<file path="src/rtl/cory_rrmux4.sv">
// Four-input round-robin merge with a single registered output slot and a 2-bit source tag.
// Define CORY_RRMUX4_LAST_EN to add end-of-packet ports and hold the grant for whole packets.
module cory_rrmux4 #(
  parameter int N = 8
) (
  input  logic         clk,
  input  logic         reset,
  input  logic         i_a0_v,
  input  logic [N-1:0] i_a0_d,
  output logic         o_a0_r,
  input  logic         i_a1_v,
  input  logic [N-1:0] i_a1_d,
  output logic         o_a1_r,
  input  logic         i_a2_v,
  input  logic [N-1:0] i_a2_d,
  output logic         o_a2_r,
  input  logic         i_a3_v,
  input  logic [N-1:0] i_a3_d,
  output logic         o_a3_r,
`ifdef CORY_RRMUX4_LAST_EN
  input  logic         i_a0_l,
  input  logic         i_a1_l,
  input  logic         i_a2_l,
  input  logic         i_a3_l,
  output logic         o_z_l,
`endif
  output logic         o_z_v,
  output logic [N-1:0] o_z_d,
  output logic [1:0]   o_z_s,
  input  logic         i_z_r
);

  logic [3:0]   in_v;
  logic [N-1:0] in_d [4];

  assign in_v    = {i_a3_v, i_a2_v, i_a1_v, i_a0_v};
  assign in_d[0] = i_a0_d;
  assign in_d[1] = i_a1_d;
  assign in_d[2] = i_a2_d;
  assign in_d[3] = i_a3_d;

  // Returns {found, index}: first valid input at offset 0..3 from the pointer.
  function automatic logic [2:0] rr_pick(input logic [3:0] v, input logic [1:0] p);
    logic [2:0] r;
    logic [1:0] idx;
    r = 3'b000;
    for (int i = 3; i >= 0; i--) begin
      idx = p + 2'(i);
      if (v[idx]) r = {1'b1, idx};
    end
    return r;
  endfunction

  logic [1:0]   prio;
  logic         vld_p1;
  logic [N-1:0] data_p1;
  logic [1:0]   tag_p1;
  logic         load;
  logic         gnt_vld;
  logic [1:0]   gnt;
  logic         xfer;
  logic         upd_prio;
  logic [2:0]   rr;

  assign rr   = rr_pick(in_v, prio);
  assign load = !vld_p1 || i_z_r;

`ifdef CORY_RRMUX4_LAST_EN
  typedef enum logic {IDLE, LOCKED} lock_t;

  lock_t      state, state_nx;
  logic [1:0] lock_src, lock_src_nx;
  logic [3:0] in_l;
  logic       last_p1;

  assign in_l = {i_a3_l, i_a2_l, i_a1_l, i_a0_l};

  always_comb begin
    gnt         = rr[1:0];
    gnt_vld     = rr[2];
    state_nx    = state;
    lock_src_nx = lock_src;
    if (state == LOCKED) begin
      gnt     = lock_src;
      gnt_vld = in_v[lock_src];
    end
    xfer     = load && gnt_vld && !reset;
    upd_prio = xfer && in_l[gnt];
    if (xfer) begin
      if (in_l[gnt]) begin
        state_nx = IDLE;
      end else begin
        state_nx    = LOCKED;
        lock_src_nx = gnt;
      end
    end
  end

  always_ff @(posedge clk or posedge reset) begin
    if (reset) begin
      state    <= IDLE;
      lock_src <= 2'd0;
      last_p1  <= 1'b0;
    end else begin
      state    <= state_nx;
      lock_src <= lock_src_nx;
      if (xfer) last_p1 <= in_l[gnt];
    end
  end

  assign o_z_l = last_p1;
`else
  always_comb begin
    gnt      = rr[1:0];
    gnt_vld  = rr[2];
    xfer     = load && gnt_vld && !reset;
    upd_prio = xfer;
  end
`endif

  // Stage p1: output slot, loaded from the granted input, drained by i_z_r
  always_ff @(posedge clk or posedge reset) begin
    if (reset) begin
      prio    <= 2'd0;
      vld_p1  <= 1'b0;
      data_p1 <= '0;
      tag_p1  <= 2'd0;
    end else begin
      if (upd_prio) prio <= gnt + 2'd1;
      if (xfer) begin
        vld_p1  <= 1'b1;
        data_p1 <= in_d[gnt];
        tag_p1  <= gnt;
      end else if (i_z_r) begin
        vld_p1 <= 1'b0;
      end
    end
  end

  assign o_a0_r = xfer && (gnt == 2'd0);
  assign o_a1_r = xfer && (gnt == 2'd1);
  assign o_a2_r = xfer && (gnt == 2'd2);
  assign o_a3_r = xfer && (gnt == 2'd3);

  assign o_z_v = vld_p1;
  assign o_z_d = data_p1;
  assign o_z_s = tag_p1;

endmodule
</file>
<file path="config.mk">
export PLATFORM = sky130hd
export DESIGN_NAME = cory_rrmux4
export DESIGN_NICKNAME = d
export VERILOG_FILES = /design/src/rtl/cory_rrmux4.sv
export SDC_FILE = /design/constraint.sdc
export NUM_CORES = 1
export LEC_CHECK = 0
export CAP_MARGIN = 15
export CORE_MARGIN = 10
export CORE_UTILIZATION = 35
export DETAILED_ROUTE_END_ITERATION = 7
export PLACE_DENSITY = 0.78
export SETUP_SLACK_MARGIN = 0.4
export SYNTH_ARGS = -nofsm -noshare
export SYNTH_HDL_FRONTEND = slang
export SYNTH_SLANG_ARGS = --single-unit
</file>
<file path="constraint.sdc">
create_clock -name clk -period 1.9 [get_ports clk]
set_input_delay 0.19 -clock clk [delete_from_list [all_inputs] [get_ports clk]]
set_output_delay 0.19 -clock clk [all_outputs]
set_load 0.005 [all_outputs]
</file>
; ---- After elaboration in Yosys (flattened, before gate mapping)
; Index checks and enable logic that the tools add are counted.
[classes]
n_addsub = 4
magnitude_cmp = 5
n_eq_ne = 3
muxes = 17
bitwise_logic = 1
n_reduce_logical = 11
[ops]
columns = operator, count
row1 = $bmux 8 s2, 1
row2 = $mux 8, 2
row3 = $lt 2x3->1 const B, 4
row4 = $mux 3, 4
row5 = $bmux 1 s2, 4
row6 = $logic_and 1x1->1, 6
row7 = $mux 1, 6
row8 = $add 2x1->2 const B, 2
row9 = $add 2x2->2 const B, 2
row10 = $eq 2x2->1 const B, 2
row11 = $ge 3x3->1 const B, 1
row12 = $not 2->3, 1
row13 = $eq 2x1->1 const B, 1
row14 = $logic_not 1->1, 2
row15 = $logic_not 2->1, 1
row16 = $reduce_bool 2->1, 1
row17 = $logic_or 1x1->1, 1
[totals]
register_bits = 13
input_bits = 39
output_inout_bits = 15
wordCells = 45

; ---- Depth between registers and ports, before layout
[logic_depth]
depth_word = 11
ltp_mapped = 6
mapped_depth_nobuf = 5

; ---- Least setup slack after synthesis
; No wires, ideal clock.
[synth_timing]
path_type = reg2out
startpoint = register prio[1]
endpoint = output port o_a1_r
arrival_time_ns = 1.308
required_time_ns = 1.710
setup_slack_ns = 0.402
stages_incl_launch_ff = 7
path_cell_list = dfrtp_1 > inv_1 > nor3_1 > o22ai_1 > buf_2 > or2_1 > nor2_1
[synth_between]
elab_chain_len = 10
elab_cells_between_ends = 19
classes_between = add/sub: 3 / eq/ne: 1 / mux: 12 / reduce/logical: 3
[synth_lines]
columns = item, line_no
row1 = start: declaration, 54  ; logic [1:0] prio;
row2 = start signal: assignment, 129  ; if (upd_prio) prio <= gnt + 2'd1;
row3 = $add 2x2->2, 48  ; idx = p + 2'(i);
row4 = $bmux 1 s2, 49  ; if (v[idx]) r = {1'b1, idx};
row5 = $mux 1 (implied by the code), 49
row6 = $mux 3 (3 in a row), 49
row7 = $mux 3 *, 49
row8 = $logic_and 1x1->1 (2 in a row), 116  ; xfer = load && gnt_vld && !reset;
row9 = $logic_and 1x1->1 *, 141  ; assign o_a1_r = xfer && (gnt == 2'd1);
row10 = end: declaration, 13  ; output logic o_a1_r,
; Mark *: on every way between the ends. The rest lies on a longest branch, timed or not. The select of a mux whose other input is x is not followed.

; ---- Final worst setup path
[layout_timing]
startpoint = register vld_p1 (netlist: o_z_v)
endpoint = output port o_a1_r
[layout_between]
elab_chain_len = 5
[layout_lines]
columns = item, line_no
row1 = start: declaration, 55  ; logic vld_p1;
row2 = start signal: assignment, 125  ; vld_p1 <= 1'b0;
row3 = start signal: assignment, 131  ; vld_p1 <= 1'b1;
row4 = start signal: assignment, 135  ; vld_p1 <= 1'b0;
row5 = $logic_not 1->1, 66  ; assign load = !vld_p1 || i_z_r;
row6 = $logic_or 1x1->1, 66
row7 = $logic_and 1x1->1 (2 in a row), 116
row8 = $logic_and 1x1->1, 141
; No other way between the ends.

==> metrics.md <==
| Metric | Value |
|---|---|
| Via/cell ratio | `5.762` |
| Yosys warns | `0` |
| Synth Area in Compound Gates | `25.34%` |
| P_int | `887.7 uW` |
| IO Pins | `54` |
| Fill cells | `133` |
| Synth cell types | `26` |
| Critical path class | `flop to output pin` |
| Layout area overhead | `117.4%` |
| Crit Path Max Fanout | `2` |
| Largest net degree at the start of global routing | `14` |
| Antenna fix cells | `0` |
| Top post-synthesis cells by area | `dfrtp_1 39%, mux2i_1 9.6%, a32oi_1 8.4%` |
| Gate power share | `56.5%` |
| Syn nets | `131` |
| Slew at the pin closest to its max-slew limit | `about 0.54 ns` |
| Simple-gate share of the synthesized area | `22.19%` |
| Clk_skew | `0.004504 ns` |
| Commonest non-fill, non-tap cells in the layout | `45 x clkdlybuf4s50_1, 22 x buf_4, 12 x dfrtp_1` |
| Number of port buffers | `53` |
| Hold Vio Cnt, Final | `0` |
| Commonest non-fill, non-tap cell in the layout | `clkdlybuf4s50_1` |
| Initial antenna violation count | `0` |
| Grt total ovfl | `0` |
| Share of layout cells above drive strength 1 | `between 30% and 40%` |
| DP HPWL | `2.870 mm` |
| Min Tclk post-route | `1.833 ns` |
| Worst vdd ir | `615.3 uV` |
| Max Clock Freq | `roughly 550 MHz` |
| Post-synthesis mux area share | `9.595%` |
| Design Area, Final | `around 1800 um^2` |
| # clock sinks | `13` |
| Xor/xnor share of the synthesized area | `0%` |
| Lkg Pwr | `0.7957 nW` |
| Pwr per Cell Area | `approximately 750 nW/um^2` |
| Core ar. | `between 2000 and 2500 um^2` |
| Hold Crit Class | `flop to flop` |
| Largest family of logic cells by synthesized area | `compound AO/OA/AOI/OAI gates` |
| Number of cell rows | `17` |
| Clock share of power | `between 10% and 20%` |
| Status | `finished, final reports clean` |
| Overall Global Routing Usage | `17.33%` |
| Final GP Congestion | `0.9559` |
| Max Root-Sink Buffers | `2` |
| Yosys reg bits | `13` |
| Final period utilization | `96.48%` |
| Post-layout util | `81.23%` |
| Global-route wire length before repair | `just over 6 mm` |
| CTS hold repair buffers | `0` |
| CTS H-tree depth | `1` |
| Reg area | `326.6 um^2` |
| Inserted Clock Buffers | `3` |
| Setup violations, final | `0` |
| Vias in the first global route | `1263` |
| Critical path arrival | `1.64 ns` |
| Final WL | `around 4.2 mm` |
| Vias | `1164` |
| Fin. max-slew vios | `0` |
| Max-slew headroom | `63.70%` |
| Crit path required time | `1.71 ns` |
| Area after DPL | `1533 um^2` |
| Sw Ratio | `about a third` |
| Mapped Avg Cell Area | `9.071 um^2` |
| Die height | `68.83 um` |
| Pre-antenna DRT Iters | `4` |
| Initial Utilization | `37.37%` |
| Area of the multi-input gates | `631.9 um^2` |
| Syn Inst Count | `92` |
| Die area | `4738 um^2` |
| CP Launch Type | `flop` |
| Critical path capture point type | `output pin` |
| RSZ-0062 raised after global routing | `true` |
| Clock slew at reported path FFs | `0.08 ns` |
| Drt drc | `0` |
| Die width | `68.83 um` |
| Adder-cell share of the synthesized area | `0%` |
| Post-Syn Area | `834.6 um^2` |
| Yosys top cell by area | `dfrtp_1` |
| CTS tree | `yes` |
| P_sw | `470.3 uW` |
| Seq pwr share | `a little under a third` |
| WL/cell | `20.98 um` |
| Max-cap violations | `0` |
| Area share of the largest cell type after synthesis | `38.98%` |
| Sequential share of the synthesized area | `38.98%` |
| Skew-Pair Late Insertion Delay | `between 0.2 and 0.3 ns` |
| Initial DRC Count | `73` |
| Nets | `214` |
| DRT antenna net count | `0` |
| Clk Tree Root Cell | `clkbuf_4` |
-- path summary, 6_finish.rpt --
kind	from	to	slack, ns	cells past startpoint
max	o_z_v	o_a1_r	0.07	5
min	o_z_s[0]	o_z_s[0]	0.50	2
max reg2reg	o_z_v	prio[1]	0.10	7
min reg2reg	o_z_s[0]	o_z_s[0]	0.50	2
max in group asynchronous	reset	prio[0]	0.96	4
min in group asynchronous	reset	o_z_d[0]	0.55	4
-- kinds of logic after synthesis --
family                 after synthesis
AOI/OAI and AO/OA                   28
muxes                                8
DFF                                 13
buffers and inverters                8
and+or+nand+nor                     35
-- synthesized netlist by cell type --
library cell	instances
a32oi_1	8
buf_2	2
inv_1	2
a21oi_1	2
mux2i_1	8
nor3b_1	1
nand2_1	13
dfrtp_1	13
and4_1	1
o221a_2	2
nor2_1	3
nor4_2	1
nor3_1	4
o22ai_1	1
o21ai_1	1
or4_1	1
o21bai_1	1
and2_1	1
o211ai_1	9
clkbuf_1	4
or3_1	1
o21ai_0	3
or2_1	1
nand2b_1	2
o21a_1	1
nor2b_1	6
-- critical path: stages (launching register included) --
cell and delay, ns:
dfrtp_1 0.38, nor2b_4 0.13, or3_4 0.37, or2_1 0.25, nor2_1 0.10, buf_2 0.12
-- flip-flops by register name, summed over array words and instances (netlist names) --
name / flops
o_z_s: 2
o_z_d: 8
o_z_v: 1
prio: 2
-- metrics by stage --
| stage | hold slack [ns] | instances | power, mW | setup WS, ns | TNS [ns] |
|---|---|---|---|---|---|
| 2_1_floorplan | 0.06696 | 92 | 0.6380 | 0.4017 | 0 |
| 3_3_place_gp | 0.4592 | 188 | 0.9857 | -0.2905 | -1.751 |
| 3_5_place_dp | 0.4677 | 188 | 1.005 | -0.3735 | -2.068 |
| 4_1_cts | 0.4868 | 199 | 1.277 | 0.07848 | 0 |
| 5_1_grt | 0.5350 | 202 | 1.438 | -0.004867 | -0.004867 |
| 6_report | 0.4990 | 202 | 1.358 | 0.06684 | 0 |
-- cell type report --
type	instances	share of cell area (%)
clock buffer	4	1.448
inverter	2	0.4138
multi-input combinational	71	34.83
sequential	13	18.00
tap	28	1.931
timing repair buffer	84	43.38
-- power groups by stage --
| stage | sequential [mW] | combinational, mW | clock [mW] |
|---|---|---|---|
| floorplan | 0.415 | 0.223 | 0 |
| global placement | 0.405 | 0.581 | 0 |
| detailed placement | 0.408 | 0.597 | 0 |
| CTS | 0.401 | 0.698 | 0.178 |
| global route | 0.425 | 0.820 | 0.193 |
| finish | 0.413 | 0.768 | 0.177 |
-- layer usage --
metal	GRT usage [%]	share of wire, %	up-vias
met4	6.650	1.9	0
met3	5.153	7.0	13
met2	34.10	59	49
met1	16.28	32	582
met5	0	0	-
li1	-	-	520
-- timing repair --
action                                  4_1_cts  5_1_grt
endpoints found under the setup margin       14       16
setup buffers                                 7        3
resized for setup                            50       16
pin swaps                                    17       13
Note: power is estimated with default switching activity, not from simulation.
